`config.mk`:
```
export PLATFORM = sky130hd
export DESIGN_NAME = entry_time_logger_flat
export DESIGN_NICKNAME = d
export VERILOG_FILES = /design/src/rtl/entry_time_logger_pkg.sv /design/src/rtl/entry_time_logger_if.sv /design/src/rtl/entry_time_logger_time_base.sv /design/src/rtl/entry_time_logger.sv /design/src/flat_wrapper.sv
export SDC_FILE = /design/constraint.sdc
export NUM_CORES = 1
export LEC_CHECK = 0
export ABC_AREA = 1
export CAP_MARGIN = 30
export CORE_UTILIZATION = 40
export DETAILED_ROUTE_END_ITERATION = 16
export GPL_TIMING_DRIVEN = 0
export RECOVER_POWER = 100
export SYNTH_ARGS = -nofsm -noshare
export SYNTH_HDL_FRONTEND = slang
export SYNTH_SLANG_ARGS = --single-unit
```
`constraint.sdc`:
```
create_clock -name clk -period 1.9 [get_ports clk]
set_input_delay 0.285 -clock clk [delete_from_list [all_inputs] [get_ports clk]]
set_output_delay 0.285 -clock clk [all_outputs]
set_load 0.005 [all_outputs]
```
`src/rtl/entry_time_logger_pkg.sv`:
```
// parking_pkg: shared widths, defaults and types for the parking-duration datapath
package parking_pkg;
  localparam int NUM_SLOTS = 8;
  localparam int SLOT_W    = 3;
  localparam int TIME_W    = 8;
  localparam int TICK_DIV  = 4;
  typedef logic [TIME_W-1:0] time_t;
  typedef logic [SLOT_W-1:0] slot_t;
endpackage

```
`src/rtl/entry_time_logger_if.sv`:
```
// entry_time_logger_if: strobe inputs and timestamp/occupancy outputs of the entry logger
interface entry_time_logger_if;
  import parking_pkg::*;
  logic                 car_in;
  slot_t                in_slot;
  logic                 car_out;
  slot_t                out_slot;
  time_t                time_in;
  time_t                time_out;
  logic                 out_valid;
  logic                 err_in_occupied;
  logic                 err_out_empty;
  logic [NUM_SLOTS-1:0] occupied;
  time_t                now;
  modport master (
    output car_in, in_slot, car_out, out_slot,
    input  time_in, time_out, out_valid, err_in_occupied, err_out_empty, occupied, now
  );
  modport slave (
    input  car_in, in_slot, car_out, out_slot,
    output time_in, time_out, out_valid, err_in_occupied, err_out_empty, occupied, now
  );
endinterface

```
`src/rtl/entry_time_logger_time_base.sv`:
```
// parking_time_base: prescaler dividing clk by DIV, driving a wrapping parking-time counter
module parking_time_base
  import parking_pkg::*;
#(
  parameter int DIV = TICK_DIV
) (
  input  logic  clk,
  input  logic  rst,
  output time_t o_now,
  output logic  o_tick
);
  localparam int PW = (DIV > 1) ? $clog2(DIV) : 1;
  logic [PW-1:0] r_pre;
  time_t         r_now;
  assign o_tick = (r_pre == PW'(DIV - 1));
  assign o_now  = r_now;
  always_ff @(posedge clk) begin
    if (rst) begin
      r_pre <= '0;
      r_now <= '0;
    end else if (o_tick) begin
      r_pre <= '0;
      r_now <= r_now + time_t'(1);
    end else begin
      r_pre <= r_pre + PW'(1);
    end
  end
endmodule

```
`src/rtl/entry_time_logger.sv`:
```
// entry_time_logger: per-slot entry stamps and occupancy; emits (time_in, time_out) on exit
module entry_time_logger
  import parking_pkg::*;
(
  input logic                clk,
  input logic                rst,
  entry_time_logger_if.slave bus
);
  time_t                w_now;
  logic                 w_unused_tick;
  logic                 w_out_ok;
  logic                 w_in_ok;
  logic [NUM_SLOTS-1:0] w_occ_nxt;
  time_t                r_stamp [NUM_SLOTS];
  logic [NUM_SLOTS-1:0] r_occ;
  time_t                r_time_in;
  time_t                r_time_out;
  logic                 r_out_valid;
  logic                 r_err_in;
  logic                 r_err_out;
  parking_time_base #(.DIV(TICK_DIV)) u_time_base (
    .clk    (clk),
    .rst    (rst),
    .o_now  (w_now),
    .o_tick (w_unused_tick)
  );
  // Exit is resolved on pre-cycle occupancy, so a same-slot exit frees the slot for re-entry.
  always_comb begin
    w_out_ok  = bus.car_out && r_occ[bus.out_slot];
    w_in_ok   = bus.car_in && (!r_occ[bus.in_slot] || (w_out_ok && bus.out_slot == bus.in_slot));
    w_occ_nxt = (r_occ & ~(w_out_ok ? NUM_SLOTS'(1) << bus.out_slot : '0))
              | (w_in_ok ? NUM_SLOTS'(1) << bus.in_slot : '0);
  end
  always_ff @(posedge clk) begin
    if (rst) begin
      r_occ       <= '0;
      r_time_in   <= '0;
      r_time_out  <= '0;
      r_out_valid <= 1'b0;
      r_err_in    <= 1'b0;
      r_err_out   <= 1'b0;
      for (int i = 0; i < NUM_SLOTS; i++) r_stamp[i] <= '0;
    end else begin
      r_occ       <= w_occ_nxt;
      r_out_valid <= w_out_ok;
      r_err_in    <= bus.car_in && !w_in_ok;
      r_err_out   <= bus.car_out && !w_out_ok;
      if (w_out_ok) begin
        r_time_in  <= r_stamp[bus.out_slot];
        r_time_out <= w_now;
      end
      if (w_in_ok) r_stamp[bus.in_slot] <= w_now;
    end
  end
  assign bus.time_in         = r_time_in;
  assign bus.time_out        = r_time_out;
  assign bus.out_valid       = r_out_valid;
  assign bus.err_in_occupied = r_err_in;
  assign bus.err_out_empty   = r_err_out;
  assign bus.occupied        = r_occ;
  assign bus.now             = w_now;
endmodule

```
`src/flat_wrapper.sv`:
```
// flat-port wrapper written by rule: the top's interface ports become plain ports
module entry_time_logger_flat import parking_pkg::*;
  (clk, rst, bus_car_in, bus_in_slot, bus_car_out, bus_out_slot, bus_time_in, bus_time_out, bus_out_valid, bus_err_in_occupied, bus_err_out_empty, bus_occupied, bus_now);
  entry_time_logger_if bus_i ();
  input logic clk;
  input logic rst;
  input wire logic [$bits(bus_i.car_in)-1:0] bus_car_in;
  input wire logic [$bits(bus_i.in_slot)-1:0] bus_in_slot;
  input wire logic [$bits(bus_i.car_out)-1:0] bus_car_out;
  input wire logic [$bits(bus_i.out_slot)-1:0] bus_out_slot;
  output wire logic [$bits(bus_i.time_in)-1:0] bus_time_in;
  output wire logic [$bits(bus_i.time_out)-1:0] bus_time_out;
  output wire logic [$bits(bus_i.out_valid)-1:0] bus_out_valid;
  output wire logic [$bits(bus_i.err_in_occupied)-1:0] bus_err_in_occupied;
  output wire logic [$bits(bus_i.err_out_empty)-1:0] bus_err_out_empty;
  output wire logic [$bits(bus_i.occupied)-1:0] bus_occupied;
  output wire logic [$bits(bus_i.now)-1:0] bus_now;
  assign bus_i.car_in = bus_car_in;
  assign bus_i.in_slot = bus_in_slot;
  assign bus_i.car_out = bus_car_out;
  assign bus_i.out_slot = bus_out_slot;
  assign bus_time_in = bus_i.time_in;
  assign bus_time_out = bus_i.time_out;
  assign bus_out_valid = bus_i.out_valid;
  assign bus_err_in_occupied = bus_i.err_in_occupied;
  assign bus_err_out_empty = bus_i.err_out_empty;
  assign bus_occupied = bus_i.occupied;
  assign bus_now = bus_i.now;
  entry_time_logger u_core (.clk(clk), .rst(rst), .bus(bus_i));
endmodule
```
==> run summary, run 1 <==
At the end of the flow, the number of nets in the layout was 560. The run gives 0.0953 ns as the slack of the critical path. The fraction of layout cells with a size suffix above 1 was 12.3%. The initialized floorplan defines 38 standard-cell rows. The tools report the initial antenna violation count as 0.

The clock period could shrink to 1.80 ns. On the final layout, the worst clock skew is 0.00890 ns. The tools report the via count of the first global-routing pass as 3384. The critical path is of the reg -> reg type.

The arrival time reported for the critical path endpoint was 1.83 ns; the number of hold-repair buffers added at the cts stage was 0. For the DRC violations left, the log shows 0. Post-detailed-route via-to-cell ratio: 5.09. The first detailed-routing pass ran for 5 iterations. Synthesis instantiated 30 different standard cells from the library. The run gives 0 as the antenna violation net count after detailed routing. Maximum number of buffers from clock root to sink: 2. The y dimension of the die works out to 109 microns.

The tools report the aggregate routed wire length as 11200 microns. The share of the Yosys chip area taken by registers is 58.7%. The tools report the element type at the critical path start as a flop. Global routing used 20.6% of the available tracks. Setup violations remaining at the end of the flow were counted as 0. The worst min-delay path category was in -> reg. 0 antenna diodes ended up in the layout.

The final count of pins violating max slew was 0; the area used by multi-input combinational logic was 1740 sq um. The flow ran to the end, and the final reports show no timing, DRC or antenna violations. The logs give 554 MHz for the top achievable clock speed and 0 for the number of maximum-capacitance constraint violations. STA classifies the critical path endpoint as a flop.

The H-tree level count is 3, and the yosys synthesis warning count is 0. Cells fill 50.9% of the core in the end. Fill cells in the final layout number 1027. The required time at the worst-slack endpoint was 1.93 ns; the average wire length per cell after detail routing was 16.2 microns. The count of buffers from port buffering works out to 40. In the synthesized netlist the async set-or-reset flop fraction comes to 0%.

The run gives 11800 sq um as the die outline area. TritonCTS built the clock tree. The tools report the static leakage power as 2.20 nW. At the end of routability-driven placement, the weighted congestion stood at 0.853. The largest vdd supply drop is 386 uV. After synthesis the netlist holds a flip-flop and latch count of 101. The clock sink total was 101; the register clock-pin slew on the reported worst setup and hold paths was 0.07 ns.

Entering global routing, the biggest net connects 17 pins. The synthesized design contains 64 enable-type register cells. Timing analysis after detailed placement gives a worst setup slack of -0.682 ns. The number of nets handed over by synthesis was 503.

The width of the die came out at 109 microns. For this design the ratio of total power to cell area is 845 nW/um^2. The effective utilization at floorplan was 41.5%; the number of violations reported at the end of detailed-routing iteration 0 was 182. The boundary pin count is 45. Setup repair after global routing left no endpoint under its margin. The later pin in the worst-skew pair is clocked with a latency of 0.34 ns. The relative slew slack came out at 55.5%. The first global-routing pass estimated 17900 microns of wire. At the pin with the least slew margin, the transition time is 0.667 ns. Summed over all nets, the half-perimeter wirelength after detailed placement is 7940 microns.

The placeable core area was 10900 sq um; the synthesized instance count was 491. Dividing the synthesized area by the synthesized cell count gives 9.24 sq um. Clock root buffer: sky130_fd_sc_hd__clkbuf_16.

The routed layout has 3525 vias. The highest fanout seen on the critical path is 9, and the sequential cell area in the final layout is 2660 sq um. The area growth from synthesis to layout was 22.6%; the number of endpoints with negative hold slack in the final report was 0.

Clock tree synthesis inserted a total of 9 buffers. Of the available clock period, the critical path in the final layout requires 95.0%. In the synthesized netlist the dominant register cell turns out to be sky130_fd_sc_hd__edfxtp_1. For the mapped cell area, the log shows 4540 sq um. After global routing the overflow that remains totals 0.
[state kept, by name, indices dropped and copies added (netlist names)]
signal and flops:
u_core.bus.occupied 8, u_core.r_stamp 64, u_core.u_time_base.r_pre 2, u_core.bus.time_in 8, u_core.bus.err_out_empty 1, u_core.u_time_base.o_now 8, u_core.bus.out_valid 1, u_core.bus.time_out 8
u_core.bus.err_in_occupied 1
[worst max-delay path, cell delays in order, from the launching register on]
cell and delay, ns:
sky130_fd_sc_hd__dfxtp_1 0.42, sky130_fd_sc_hd__nand2_1 0.08, sky130_fd_sc_hd__nand2_1 0.07, sky130_fd_sc_hd__nand2_1 0.07, sky130_fd_sc_hd__nand2_1 0.08, sky130_fd_sc_hd__nand2_1 0.05, sky130_fd_sc_hd__nand2_2 0.10, sky130_fd_sc_hd__nand3_4 0.09
sky130_fd_sc_hd__nand2_8 0.15, sky130_fd_sc_hd__nand3_4 0.15, sky130_fd_sc_hd__nand2_2 0.23
[kinds of logic (layout without fill, tap and decap cells)]
kind of cell             count (synthesis)  in the layout  share of synthesized area, %
AND/OR/NAND/NOR                        309            309                          32.5
flip-flops                             101            101                          58.7
buffers and inverters                   44            106                          4.22
AO/OA/AOI/OAI                           34             34                          3.81
adder cells (fa/ha/maj)                  2              2                         0.551
XOR/XNOR                                 1              1                         0.193
[cell usage after synthesis (3+ instances only)]
library cell,number,area (sq um)
sky130_fd_sc_hd__dfxtp_1,37,741
sky130_fd_sc_hd__nor3_1,7,35.0
sky130_fd_sc_hd__o21ai_0,12,60.1
sky130_fd_sc_hd__buf_2,8,40.0
sky130_fd_sc_hd__nand2_1,144,541
sky130_fd_sc_hd__inv_2,3,11.3
sky130_fd_sc_hd__inv_1,13,48.8
sky130_fd_sc_hd__nor2_1,81,304
sky130_fd_sc_hd__edfxtp_1,64,1920
sky130_fd_sc_hd__nor2_4,3,33.8
sky130_fd_sc_hd__nand3_1,24,120
sky130_fd_sc_hd__o21ai_1,6,30.0
sky130_fd_sc_hd__clkbuf_1,9,33.8
sky130_fd_sc_hd__nand3_4,9,158
sky130_fd_sc_hd__nand4_1,19,119
sky130_fd_sc_hd__clkinv_1,6,22.5
sky130_fd_sc_hd__a21oi_1,15,75.1
sky130_fd_sc_hd__nor2_2,17,106
[timing repair]
action,in CTS,in global routing
setup endpoints to repair,64,64
gates cloned,0,0
setup buffers,7,0
resized for setup,23,2
[path summary, 6_finish.rpt]
path	cells after the start	from	slack (ns)	to
max	10	u_core.bus.occupied[6]$_SDFF_PP0_	0.1	u_core.r_stamp[7][0]$_SDFFCE_PN0P_
max reg2reg	10	u_core.bus.occupied[6]$_SDFF_PP0_	0.1	u_core.r_stamp[7][0]$_SDFFCE_PN0P_
min	4	bus_out_slot[2]	0.36	u_core.bus.err_out_empty$_SDFF_PP0_
min reg2reg	1	u_core.u_time_base.r_pre[0]$_SDFF_PP0_	0.42	u_core.u_time_base.r_pre[0]$_SDFF_PP0_
[layer usage]
| layer | track usage, % | part of all wire, % | vias to the layer above |
|---|---|---|---|
| li1 | - | - | 1747 |
| met1 | 27.9 | 47 | 1673 |
| met2 | 33.0 | 47 | 91 |
| met3 | 3.32 | 4.2 | 14 |
| met4 | 7.92 | 1.9 | 0 |
| met5 | 0 | 0 | - |
[through the flow]
step	hold slack [ns]	total power, mW	std cells	setup TNS, ns	cell area, sq um
2_1_floorplan	0.404	2.73	491	0	4540
3_3_place_gp	0.412	2.90	671	-49.47	5110
3_5_place_dp	0.420	2.90	671	-55.80	5110
4_1_cts	0.349	4.76	694	0	5630
5_1_grt	0.387	4.86	693	0	5560
6_report	0.356	4.70	693	0	5560
[final cells by class]
| cell class | count | area share, % |
|---|---|---|
| Sequential cell | 101 | 47.9 |
| Inverter | 23 | 1.64 |
| Clock inverter | 4 | 0.450 |
| Multi-Input combinational cell | 346 | 31.2 |
| Tap cell | 140 | 3.15 |
| Timing Repair Buffer | 47 | 8.89 |
| Buffer | 20 | 1.73 |
| Clock buffer | 12 | 5.02 |
[where the power goes]
group          switching [mW]  internal, mW  total (mW)
combinational           0.270         0.142       0.412
sequential             0.0378          2.41        2.45
clock                   0.789          1.05        1.84
total                    1.10          3.60        4.70
[layout by cell type, fill, tap and decap left out, types with 2 or more instances in the layout]
cell type	instances
sky130_fd_sc_hd__clkdlybuf4s50_1	2
sky130_fd_sc_hd__nand2_4	5
sky130_fd_sc_hd__nand3_1	24
sky130_fd_sc_hd__nor2_4	3
sky130_fd_sc_hd__a21oi_1	15
sky130_fd_sc_hd__inv_1	13
sky130_fd_sc_hd__clkbuf_1	10
sky130_fd_sc_hd__ha_1	2
sky130_fd_sc_hd__clkbuf_2	3
sky130_fd_sc_hd__o21ai_0	12
sky130_fd_sc_hd__clkbuf_4	2
sky130_fd_sc_hd__clkinv_2	2
sky130_fd_sc_hd__nand2_8	3
sky130_fd_sc_hd__nor3_1	7
sky130_fd_sc_hd__inv_6	2
sky130_fd_sc_hd__dfxtp_1	37
sky130_fd_sc_hd__buf_1	2
sky130_fd_sc_hd__inv_2	3
sky130_fd_sc_hd__o21ai_1	6
sky130_fd_sc_hd__clkbuf_16	11
sky130_fd_sc_hd__edfxtp_1	64
sky130_fd_sc_hd__nand2_2	2
sky130_fd_sc_hd__nand3_4	9
sky130_fd_sc_hd__nand4_1	19
sky130_fd_sc_hd__nor2_1	88
sky130_fd_sc_hd__buf_2	6
sky130_fd_sc_hd__clkinv_1	6
sky130_fd_sc_hd__buf_12	4
sky130_fd_sc_hd__dlygate4sd2_1	2
sky130_fd_sc_hd__nor2_2	10
sky130_fd_sc_hd__nand2_1	136
sky130_fd_sc_hd__dlygate4sd3_1	36
No activity file was read; power rests on OpenSTA's default activity.
==> run 2, diff against run 1 <==
PLACE_DENSITY = 0.69   (was unset)
==> run summary, run 2 (synthesized netlist as in run 1, its figures left out) <==
The highest fanout seen on the critical path is 10 (+1), and the measured slew at the worst slew-check pin is 0.715 ns (+0.0473 ns). For the aggregate routed wire length, the log shows 11300 microns (+0.94%). The sequential fraction of design power was 52.7% (+0.6 points). The tightest min-delay check is of the in -> reg type.

The placeable core area came out at 10900 sq um (unchanged). The setup skew after layout was 0.0115 ns (+0.00257 ns); the final count of pins violating max slew was 0 (unchanged). The count of buffers from port buffering works out to 40 (unchanged). The tools report the static leakage power as 2.18 nW (-0.64%).

Die outline area: 11800 sq um (unchanged). For the floorplan row count, the log shows 38 (unchanged). The maximum number of buffers from clock root to sink was 2 (unchanged). The run gives 0 (unchanged) as the number of hold-repair buffers added at the cts stage. Leaving out fill and tap cells, the most frequent cell in the layout is sky130_fd_sc_hd__nand2_1.

The logs give 0 (unchanged) for the antenna diode instance count and 9 (unchanged) for the number of buffers created by CTS. For the filler-free cell count of the finished design, the log shows 698 (+0.72%). The worst setup path is launched from a flop. The tools report the clock root buffer as sky130_fd_sc_hd__clkbuf_16. The relative slew slack came out at 52.3% (-3.2 points). The slack of the critical path was 0.149 ns (+0.0540 ns); the via count of the first global-routing pass was 3574 (+5.6%). The average wire length per cell after detail routing came out at 16.2 microns (+0.21%). The proportion of total power due to net switching was 25.3% (+1.9 points). The total vias in the final route is 3691 (+4.7%). The later-pin clock latency in the skew report was 0.35 ns (about the same); the placed instance count was 671 (unchanged).

Number of endpoints with negative hold slack in the final report: 0 (unchanged). The run gives -0.674 ns (+0.00763 ns) as the worst slack at placement. The top achievable clock speed was 571 MHz (+3.1%); the internal power contribution was 3.48 mW (-3.6%). The register clock-pin slew on the reported worst setup and hold paths is 0.08 ns (about the same), and the total global routing track utilization is 20.3% (-0.34 points). Share of power burned in the clock network: 38.5% (-0.6 points). H-tree level count: 3 (unchanged).

Clock sink total: 101 (unchanged). Largest vdd supply drop: 406 uV (+5.0%). The fraction of layout cells with a size suffix above 1 is 13.6% (+1.3 points), and the arrival time reported for the critical path endpoint is 1.80 ns (-0.03 ns). The tools report the share of power burned in combinational logic as 8.8% (about the same).

The final period demand of the worst path is 1.75 ns (-0.0540 ns). The power per cell area came out at 839 nW/um^2 (-0.73%). TritonCTS built the clock tree.

The antenna violation net count after detailed routing is 0 (unchanged). Summed area of non-filler cells in the final layout: 5540 sq um (-0.36%). The flip-flop count of the largest register, all copies and words added was 64 (unchanged). The post-detailed-route via-to-cell ratio was 5.29 (+4.0%); the DRC violations left was 0 (unchanged). The final critical-path share of the clock period was 92.1% (-2.8 points). The boundary pin count was 45 (unchanged); the initial antenna violation count was 0 (unchanged). The pin count of the biggest net entering global routing was 20 (+3); the net count of the finished layout was 565 (+0.89%). The tools report the cell area reported after detailed placement as 5110 sq um (unchanged). The logs give 7880 microns (-0.73%) for the placed wire-length estimate and 0 (unchanged) for the final global-route overflow total. The worst setup path is captured at a flop.

The last weighted congestion value of the routability-driven placer is 0.873 (+2.3%). The register with the most flip-flops was u_core.r_stamp. Y dimension of the die: 109 microns (unchanged). The number of maximum-capacitance constraint violations is 0 (unchanged). The flow ran to the end, and the final reports show no timing, DRC or antenna violations.

The effective utilization at floorplan was 41.5% (unchanged); the area growth from synthesis to layout was 22.1%. Width of the die: 109 microns (unchanged). Net switching component of the power: 1.17 mW (+7.1%).

The tools report the required time at the worst-slack endpoint as 1.95 ns (+0.02 ns). The summed negative setup slack over all endpoints was 0 ns (unchanged); the final setup violation count was 0 (unchanged). The tools report the fill cell instance count of the final layout as 1012 (-1.5%).

The classification of the worst setup path was reg -> reg. Number of detailed-route iterations in the first pass: 5 (unchanged). Setup repair after global routing left no endpoint under its margin.

For the global-route wire length before repair, the log shows 17700 microns (-0.92%). Leaving out fill and tap cells, the most frequent cells in the layout are sky130_fd_sc_hd__nand2_1, sky130_fd_sc_hd__nor2_1, sky130_fd_sc_hd__edfxtp_1, sky130_fd_sc_hd__dfxtp_1, sky130_fd_sc_hd__dlygate4sd3_1. The number of violations reported at the end of detailed-routing iteration 0 came out at 292 (+60%).
run 2: changes by cell type in the layout (fill, tap and decap cells not counted), moves of 2 or more:
cell	previous run	this run
sky130_fd_sc_hd__nor2_2	10	15
sky130_fd_sc_hd__inv_6	2	4
sky130_fd_sc_hd__buf_4	0	2
sky130_fd_sc_hd__clkbuf_2	3	5
sky130_fd_sc_hd__buf_12	4	1
sky130_fd_sc_hd__nor2_1	88	83
sky130_fd_sc_hd__clkbuf_1	10	12
sky130_fd_sc_hd__clkbuf_16	11	9
run 2: routing by layer:
layer / wire length [microns] / GRT usage [%]
met2: 5450 / 33.5
met4: 382 / 9.75
met5: 0 / 0
met3: 748 / 3.38
met1: 4730 / 25.7
run 2: critical path, cell delays in order (launching register included):
cell                      delay [ns]
sky130_fd_sc_hd__dfxtp_1        0.41
sky130_fd_sc_hd__nand2_1        0.08
sky130_fd_sc_hd__nand2_1        0.07
sky130_fd_sc_hd__nand2_1        0.07
sky130_fd_sc_hd__nand2_1        0.07
sky130_fd_sc_hd__nand2_1        0.06
sky130_fd_sc_hd__nand2_2        0.10
sky130_fd_sc_hd__nand3_4        0.09
sky130_fd_sc_hd__nand2_8        0.16
sky130_fd_sc_hd__nand3_4        0.17
sky130_fd_sc_hd__nand2_4        0.18
run 2: through the flow:
stage          hold slack (ns)  total power, mW  utilization [%]
2_1_floorplan            0.404             2.73                -
3_3_place_gp             0.412             2.89             46.8
3_5_place_dp             0.423             2.90             46.8
4_1_cts                  0.361             4.68             50.9
5_1_grt                  0.419             4.81             50.7
6_report                 0.365             4.65             50.7
run 2: timing repair:
item                       CTS  global route
setup buffers                5             6
setup endpoints to repair   64            49
pin swaps                    1             0
gates resized for setup     22            10
run 2: final timing paths:
check        cells past startpoint                                      to  slack [ns]                                    from
max reg2reg                     10      u_core.r_stamp[3][4]$_SDFFCE_PN0P_        0.15       u_core.bus.occupied[6]$_SDFF_PP0_
max                             10      u_core.r_stamp[3][4]$_SDFFCE_PN0P_        0.15       u_core.bus.occupied[6]$_SDFF_PP0_
min reg2reg                      1  u_core.u_time_base.r_pre[0]$_SDFF_PP0_        0.43  u_core.u_time_base.r_pre[0]$_SDFF_PP0_
min                              4     u_core.bus.err_out_empty$_SDFF_PP0_        0.36                         bus_out_slot[2]
run 2: power by group through the flow:
stage | Clock [mW] | Combinational, mW | Sequential, mW
detailed placement | 0 | 0.399 | 2.50
CTS | 1.81 | 0.423 | 2.45
global route | 1.90 | 0.453 | 2.46
finish | 1.79 | 0.408 | 2.45
floorplan | 0 | 0.237 | 2.49
global placement | 0 | 0.391 | 2.50
run 2: final cells by class:
class | instances | area [sq um] | share of cell area (%)
sequential | 101 | 2660 | 48.0
inverter | 23 | 91.3 | 1.65
clock inverter | 7 | 67.6 | 1.22
timing repair buffer | 51 | 470 | 8.49
multi-input combinational | 346 | 1750 | 31.5
clock buffer | 9 | 225 | 4.06
tap | 140 | 175 | 3.16
buffer | 21 | 101 | 1.83
